[config.mk]
export PLATFORM = sky130hd
export DESIGN_NAME = byte_serial_add_ctrl
export DESIGN_NICKNAME = d
export VERILOG_FILES = /design/src/rtl/byte_add_pkg.sv /design/src/rtl/byte_add_unit.sv /design/src/rtl/byte_serial_add_ctrl.sv
export SDC_FILE = /design/constraint.sdc
export NUM_CORES = 1
export LEC_CHECK = 0
export CAP_MARGIN = 25
export CELL_PAD_IN_SITES_DETAIL_PLACEMENT = 1
export CELL_PAD_IN_SITES_GLOBAL_PLACEMENT = 2
export CORE_ASPECT_RATIO = 0.5
export CORE_MARGIN = 5
export CORE_UTILIZATION = 32
export DETAILED_ROUTE_END_ITERATION = 7
export HOLD_SLACK_MARGIN = 0.05
export PLACE_DENSITY = 0.82
export SYNTH_ARGS = -nofsm -noshare
export SYNTH_HDL_FRONTEND = slang
export SYNTH_SLANG_ARGS = --single-unit
[constraint.sdc]
create_clock -name clk -period 3.3 [get_ports clk]
set_clock_uncertainty 0.2 [all_clocks]
set_input_delay 0.66 -clock clk [delete_from_list [all_inputs] [get_ports clk]]
set_output_delay 0.66 -clock clk [all_outputs]
set_load 0.02 [all_outputs]
[src/rtl/byte_add_pkg.sv]
// Shared definitions for the byte-serial add/subtract controller and its adder.
package byte_add_pkg;

  localparam int BYTE_W = 8;

  typedef enum logic [1:0] {
    IDLE = 2'd0,
    RUN  = 2'd1,
    DONE = 2'd2
  } state_e;

endpackage

[src/rtl/byte_add_unit.sv]
// Combinational 8-bit adder that also exposes the carry into bit 7,
// so the controller can form signed overflow on the most significant byte.
module byte_add_unit
  import byte_add_pkg::*;
(
  input  logic [BYTE_W-1:0] a,
  input  logic [BYTE_W-1:0] b,
  input  logic              cin,
  output logic [BYTE_W-1:0] sum,
  output logic              cout,
  output logic              c7
);

  logic [BYTE_W-1:0] low_sum;

  // The low seven bits are summed with one spare bit whose value is the carry into bit 7.
  assign low_sum = {1'b0, a[BYTE_W-2:0]} + {1'b0, b[BYTE_W-2:0]} + {{(BYTE_W-1){1'b0}}, cin};
  assign c7      = low_sum[BYTE_W-1];
  assign sum     = {a[BYTE_W-1] ^ b[BYTE_W-1] ^ c7, low_sum[BYTE_W-2:0]};
  assign cout    = (a[BYTE_W-1] & b[BYTE_W-1]) | (a[BYTE_W-1] & c7) | (b[BYTE_W-1] & c7);

endmodule

[src/rtl/byte_serial_add_ctrl.sv]
// Multi-byte add/subtract sequenced over one shared 8-bit adder, LSB first,
// with the carry chained through a register between cycles.
module byte_serial_add_ctrl
  import byte_add_pkg::*;
#(
  parameter int NBYTES = 4
) (
  input  logic                     clk,
  input  logic                     rst_n,
  input  logic                     start_valid,
  output logic                     start_ready,
  input  logic [BYTE_W*NBYTES-1:0] op_a,
  input  logic [BYTE_W*NBYTES-1:0] op_b,
  input  logic                     sub,
  output logic                     res_valid,
  input  logic                     res_ready,
  output logic [BYTE_W*NBYTES-1:0] result,
  output logic                     carry_out,
  output logic                     overflow
);

  localparam int                 W        = BYTE_W * NBYTES;
  localparam int                 IDX_W    = $clog2(NBYTES);
  localparam logic [IDX_W-1:0]   LAST_IDX = IDX_W'(NBYTES - 1);

  state_e           state_q,     state_d;
  logic [IDX_W-1:0] idx_q,       idx_d;
  logic [W-1:0]     a_q,         a_d;
  logic [W-1:0]     b_q,         b_d;
  logic             carry_q,     carry_d;
  logic [W-1:0]     result_q,    result_d;
  logic             carry_out_q, carry_out_d;
  logic             overflow_q,  overflow_d;

  logic [BYTE_W-1:0] add_sum;
  logic              add_cout;
  logic              add_c7;

  // Operands shift right each RUN cycle, so the current byte is always the low byte.
  byte_add_unit u_add (
    .a    (a_q[BYTE_W-1:0]),
    .b    (b_q[BYTE_W-1:0]),
    .cin  (carry_q),
    .sum  (add_sum),
    .cout (add_cout),
    .c7   (add_c7)
  );

  // NOTE: every signal gets its default first, so no path through the case leaves one unassigned (no latches).
  always_comb begin
    state_d     = state_q;
    idx_d       = idx_q;
    a_d         = a_q;
    b_d         = b_q;
    carry_d     = carry_q;
    result_d    = result_q;
    carry_out_d = carry_out_q;
    overflow_d  = overflow_q;

    unique case (state_q)
      IDLE: begin
        if (start_valid) begin
          a_d     = op_a;
          b_d     = sub ? ~op_b : op_b;
          carry_d = sub;
          idx_d   = '0;
          state_d = RUN;
        end
      end
      RUN: begin
        a_d     = a_q >> BYTE_W;
        b_d     = b_q >> BYTE_W;
        carry_d = add_cout;
        for (int i = 0; i < NBYTES; i++) begin
          if (idx_q == IDX_W'(i)) result_d[i*BYTE_W +: BYTE_W] = add_sum;
        end
        if (idx_q == LAST_IDX) begin
          carry_out_d = add_cout;
          overflow_d  = add_c7 ^ add_cout;
          state_d     = DONE;
        end else begin
          idx_d = idx_q + 1'b1;
        end
      end
      DONE: begin
        if (res_ready) state_d = IDLE;
      end
      default: state_d = IDLE;
    endcase
  end

  // NOTE: state updates use non-blocking assignments so every flop samples pre-edge values.
  always_ff @(posedge clk or negedge rst_n) begin
    if (!rst_n) begin
      state_q     <= IDLE;
      idx_q       <= '0;
      a_q         <= '0;
      b_q         <= '0;
      carry_q     <= 1'b0;
      result_q    <= '0;
      carry_out_q <= 1'b0;
      overflow_q  <= 1'b0;
    end else begin
      state_q     <= state_d;
      idx_q       <= idx_d;
      a_q         <= a_d;
      b_q         <= b_d;
      carry_q     <= carry_d;
      result_q    <= result_d;
      carry_out_q <= carry_out_d;
      overflow_q  <= overflow_d;
    end
  end

  assign start_ready = (state_q == IDLE);
  assign res_valid   = (state_q == DONE);
  assign result      = result_q;
  assign carry_out   = carry_out_q;
  assign overflow    = overflow_q;

endmodule

==> results of run 1 <==
## synthesized netlist by cell type (2+ instances only)
cell type,instances
mux2_2,8
xor2_1,35
buf_2,14
nor2_1,8
dfrtp_1,103
nand2_1,49
nor2b_1,61
fa_1,3
a21oi_1,68
o31ai_1,4
nor3_1,2
a22oi_1,47
a2bb2oi_1,3
o21ai_0,88
o22ai_1,2
clkbuf_1,24
buf_1,3
o21a_1,3
ha_1,10
inv_1,11
## kinds of logic (layout without fill, tap and decap cells)
group	count (synthesis)	after routing	synth area share (%)
AO/OA/AOI/OAI	223	223	24.2
AND/OR/NAND/NOR	125	125	12.2
flip-flops	103	103	48.4
buffers and inverters	53	142	4.14
XOR/XNOR	36	36	5.93
adder cells (fa/ha/maj)	13	13	3.48
multiplexers	8	8	1.69
other	0	1	0
## metal layers
| metal | share of wire [%] | vias to the layer above |
|---|---|---|
| li1 | - | 2119 |
| met1 | 49 | 2199 |
| met2 | 46 | 62 |
| met3 | 4.0 | 13 |
| met4 | 1.0 | 0 |
| met5 | 0 | - |
## report_power, final
part           internal [mW]  total (mW)  switching [mW]  leakage [nW]
Combinational           1.15        2.72            1.57          1.36
Clock                  0.593        1.09           0.499         0.143
Sequential              1.78        2.21           0.422          1.33
## worst paths after layout
| check | from | endpoint | slack (ns) | depth (start not counted) |
|---|---|---|---|---|
| worst max-delay path | state_q[1] | res_valid | 0.54 | 3 |
| worst min-delay path | result[27] | result[27] | 0.28 | 2 |
| worst max register to register | a_q[0] | result[14] | 0.73 | 8 |
| worst min register to register | result[27] | result[27] | 0.28 | 2 |
| max in group asynchronous | rst_n | state_q[1] | 1.49 | 3 |
| min in group asynchronous | rst_n | a_q[20] | 0.49 | 2 |
## placed cells by master (no fill, tap or decap), types with 3 or more instances in the layout
master	Yosys	layout
a21oi_1	68	68
a22oi_1	47	47
a2bb2oi_1	3	3
buf_4	1	11
clkbuf_16	0	9
clkdlybuf4s50_1	0	101
dfrtp_1	103	101
fa_1	3	3
ha_1	10	10
inv_1	11	11
mux2_2	8	8
nand2_1	49	49
nor2_1	8	8
nor2b_1	61	60
o21a_1	3	3
o21ai_0	88	88
o31ai_1	4	4
xor2_1	35	35
## worst max-delay path, stage by stage, from the launching register on
cell and delay (ns):
dfrtp_2 0.70, nand2_1 0.16, inv_1 0.08, clkdlybuf4s50_1 0.59
## flip-flops by register name, indices dropped and copies added, names as in the netlist
register / cells
a_q: 32
b_q: 32
carry_out: 1
carry_q: 1
idx_q: 2
overflow: 1
result: 32
state_q: 2
## per-stage QoR
stage | hold slack (ns) | util, % | instance area (um^2) | total power, mW | setup WS [ns]
5_1_grt | 0.332 | 41.9 | 6850 | 6.48 | 0.431
3_5_place_dp | 0.273 | 40.0 | 6550 | 4.97 | 0.782
4_1_cts | 0.289 | 41.9 | 6850 | 6.08 | 0.547
2_1_floorplan | 0.164 | - | 5320 | 3.83 | 0.961
6_report | 0.282 | 41.9 | 6860 | 6.02 | 0.543
3_3_place_gp | 0.263 | 40.0 | 6550 | 4.87 | 0.835
## repair_timing
item	4_1_cts	5_1_grt
setup buffers	0	0
hold buffers	1	0
hold endpoints to repair	14	0
## layout make-up
| class | instances | area [um^2] | area share (%) |
|---|---|---|---|
| Sequential cell | 103 | 2580 | 37.6 |
| Clock buffer | 10 | 229 | 3.34 |
| Inverter | 11 | 41.3 | 0.602 |
| Antenna cell | 1 | 2.50 | 0.0365 |
| Timing Repair Buffer | 115 | 1110 | 16.2 |
| Multi-Input combinational cell | 405 | 2540 | 37.0 |
| Tap cell | 227 | 284 | 4.14 |
| Clock inverter | 6 | 68.8 | 1.00 |
==> out/results.tsv, run 1 <==
metric	value	unit
busiest_layer	met2	
grt_pass1_vias	4666	
synthArstFlopShare	100	%
crit_required	2.44	ns
dp.cells	860	
clk_latency	0.36	ns
hold_class	flip-flop to flip-flop	
fin_cells	878	
clockBufferDepth	2	
powerDensity	878	nW/um^2
ys_seq_area_share	48.4	%
maxCapViolCount	0	
rsz0062_at_grt	false	
vias_per_cell	5.00	
hold_viol	0	
synth_nets	643	
fmax	0.363	GHz
relSlewSlack	48.8	%
outcome	complete, no violations	
fin_setup_tns	0	ns
tightest_slew	0.767	ns
die_w	192	um
path_clk_slew	0.07	ns
cts_made_buffers	9	
grt_max_degree	69	
drtIter0Drc	200	
root_buffer	clkbuf_16	
dr.pass1.iters	4	
drive_above_1_share	6.62	%
finalCritPeriodShare	83.6	%
via_count	4393	
drc_errors	0	
ys_ff_latch	103	
pin_count	105	
leakage	2.84	nW
worstSetupEndpointType	output pin	
crit_fanout	27	
avgSynthCellArea	9.49	um^2
synthFlopType	dfrtp_1	
area_delta_synth_final	28.8	%
cts_resized	0	
wl_per_cell	17.7	um
synth_top_cell_by_area	dfrtp_1	
cts_sinks	103	
ys_warn_count	0	
die_area	19500	um^2
synth_edf_count	0	
synthCells	561	
rows	33	
numPortBuffers	104	
h-tree-depth	3	
wl	15500	um
filler_cell_count	1900	
die_h	101	um
grtUsageMet2	25.8	%
antenna_found_initial	0	
worst_ep_arrival_time	1.90	ns
layout.nets	727	
hpwl	10800	um
grt.met3_usage	3.58	%
cts_tree	yes	
grt.overflow.total	0	
yosysUniqueCellTypes	35	
gp_congestion	0.766	
synth_area_leaders	dfrtp_1 (48%), o21ai_0 (8.3%), nor2b_1 (7.2%), a22oi_1 (6.6%), a21oi_1 (6.4%)	
post-route-min-period	2.76	ns
grt_pass1_wl	25400	um
yosysTopAreaCellShare	48.4	%
netlist_area	5320	um^2
grt.met1_usage	23.5	%
final-setup-viol-count	0	
core_area	16400	um^2
start_kind	flip-flop	
grtUsageTotal	16.5	%
detail-route-antenna-nets	0	
ir_drop	398	uV
worstSetupPathType	flip-flop to output pin	
maxSlewViolCount	0	
initial_core_util	32.5	%
Note: power is estimated with default switching activity, not from simulation.
==> inputs of run 2 (changes only) <==
==> constraint.sdc (replaced) <==
create_clock -name clk -period 2.8 [get_ports clk]
set_clock_uncertainty 0.2 [all_clocks]
set_input_delay 0.56 -clock clk [delete_from_list [all_inputs] [get_ports clk]]
set_output_delay 0.56 -clock clk [all_outputs]
set_load 0.02 [all_outputs]
==> out/results.tsv, run 2 (synthesized netlist as in run 1, its figures left out) <==
metric	value	unit	change
rsz0062_at_grt	false		
powerDensity	1030	nW/um^2	+17%
path_clk_slew	0.07	ns	about the same
worst_ep_arrival_time	2.67	ns	+0.77 ns
grt_pass1_wl	25700	um	+1.2%
fin_area	6890	um^2	+0.47%
start_kind	flip-flop		
post-route-min-period	2.66	ns	
clk_latency	0.35	ns	about the same
leakage	2.86	nW	+0.69%
cts_made_buffers	9		unchanged
gp_congestion	0.735		-4.0%
via_count	4428		+0.80%
fin_setup_tns	0	ns	unchanged
root_buffer	clkbuf_16		
hold_buffers	1		unchanged
grt_pass1_vias	4758		+2.0%
finalCritPeriodShare	95.0	%	
die_h	101	um	unchanged
hold_viol	0		unchanged
final-setup-viol-count	0		unchanged
hpwl	10800	um	+0.26%
dp.cells	861		+0.12%
r2r_setup_slack	0.14	ns	-0.59 ns
relSlewSlack	51.0	%	+2.2 points
cts_resized	0		unchanged
r2r_cells	8		unchanged
maxSlewViolCount	0		unchanged
grtUsageTotal	16.6	%	+0.12 points
fmax	0.376	GHz	
area_delta_synth_final	29.4	%	
outcome	complete, no violations		
endpoint	result[22]		
fin_util	42.1	%	+0.20 points
die_w	192	um	unchanged
wl	15900	um	+2.1%
maxCapViolCount	0		unchanged
dr.pass1.iters	4		unchanged
grt_max_degree	69		unchanged
drtIter0Drc	245		+23%
hold_class	flip-flop to flip-flop		
initial_core_util	32.5	%	unchanged
vias_per_cell	5.04		+0.80%
numPortBuffers	104		unchanged
crit_chain	fa_1 -> inv_1 -> fa_1 -> nor2b_4 -> o31a_1 -> o21a_1 -> nor3_1 -> o31ai_1		
tightest_slew	0.735	ns	-0.0325 ns
r2r_end	result[22]		
detail-route-antenna-nets	0		unchanged
rows	33		unchanged
fin_cells	878		unchanged
clockBufferDepth	2		unchanged
cp_slowest_stage_delay	0.47	ns	-0.23 ns
die_area	19500	um^2	unchanged
layout.nets	728		+0.14%
crit_top_cell	fa_1		
drc_errors	0		unchanged
final_cell_mix	dfrtp_1 (101), clkdlybuf4s50_1 (101), o21ai_0 (88)		
place_area	6590	um^2	+0.69%
ir_drop	355	uV	-11%
crit_fanout	4		-85%
postCtsSetupRepairBufs	0		unchanged
critPathSlowestCell	fa_1		
worstSetupPathType	flip-flop to flip-flop		
cts_tree	yes		
antenna_cells	0		-1
worstSetupEndpointType	flip-flop		
crit_required	2.81	ns	+0.37 ns
cts_sinks	103		unchanged
crit_start	a_q[0]		
antenna_found_initial	0		unchanged
r2r_start	a_q[0]		
h-tree-depth	3		unchanged
grt.overflow.total	0		unchanged
drive_above_1_share	6.91	%	+0.30 points
pin_count	105		unchanged
wl_per_cell	18.1	um	+2.1%
core_area	16400	um^2	unchanged
==> run 2: per-layer routing <==
layer	up-vias	global-route usage, %	part of all wire, %
li1	2135	-	-
met4	0	2.90	0.81
met3	11	3.06	3.5
met1	2207	24.1	50
met5	-	0	0
met2	75	26.4	45
==> run 2: layout make-up <==
| type | count | area, um^2 |
|---|---|---|
| clock buffer | 10 | 239 |
| clock inverter | 6 | 48.8 |
| fill | 1853 | 9460 |
| inverter | 11 | 41.3 |
| multi-input combinational | 405 | 2540 |
| sequential | 103 | 2580 |
| tap | 227 | 284 |
| timing repair buffer | 116 | 1160 |
==> run 2: worst min path at each step <==
| stage | from | end | slack, ns | cells after the start |
|---|---|---|---|---|
| floorplan | rst_n | a_q[0] | 0.06 | 0 |
| global placement | result[18] | result[18] | 0.26 | 2 |
| detailed placement | result[17] | result[17] | 0.28 | 2 |
| CTS | result[17] | result[17] | 0.29 | 2 |
| global route | result[7] | result[7] | 0.33 | 2 |
| finish | result[2] | result[2] | 0.29 | 2 |
==> run 2: where the power goes <==
| group | total (mW) | leakage [nW] | internal (mW) | switching (mW) |
|---|---|---|---|---|
| clock | 1.24 | 0.144 | 0.642 | 0.603 |
| sequential | 2.58 | 1.33 | 2.10 | 0.473 |
| combinational | 3.25 | 1.38 | 1.36 | 1.89 |
| total | 7.07 | 2.86 | 4.11 | 2.97 |
==> run 2: critical path, delay by kind of cell, from the launching register on <==
family,cells,cell delay [ns]
adders and majority gates,2,0.72
AOI/OAI and AO/OA,3,0.59
and+or+nand+nor,2,0.48
DFF,1,0.42
buffers and inverters,1,0.10
==> run 2: stage by stage <==
step	total power, mW	hold slack, ns	setup slack (ns)
floorplan	4.51	0.0644	0.461
global placement	5.74	0.263	0.356
detailed placement	5.87	0.277	0.202
CTS	7.16	0.294	0.155
global route	7.59	0.326	0.0274
finish	7.07	0.290	0.140
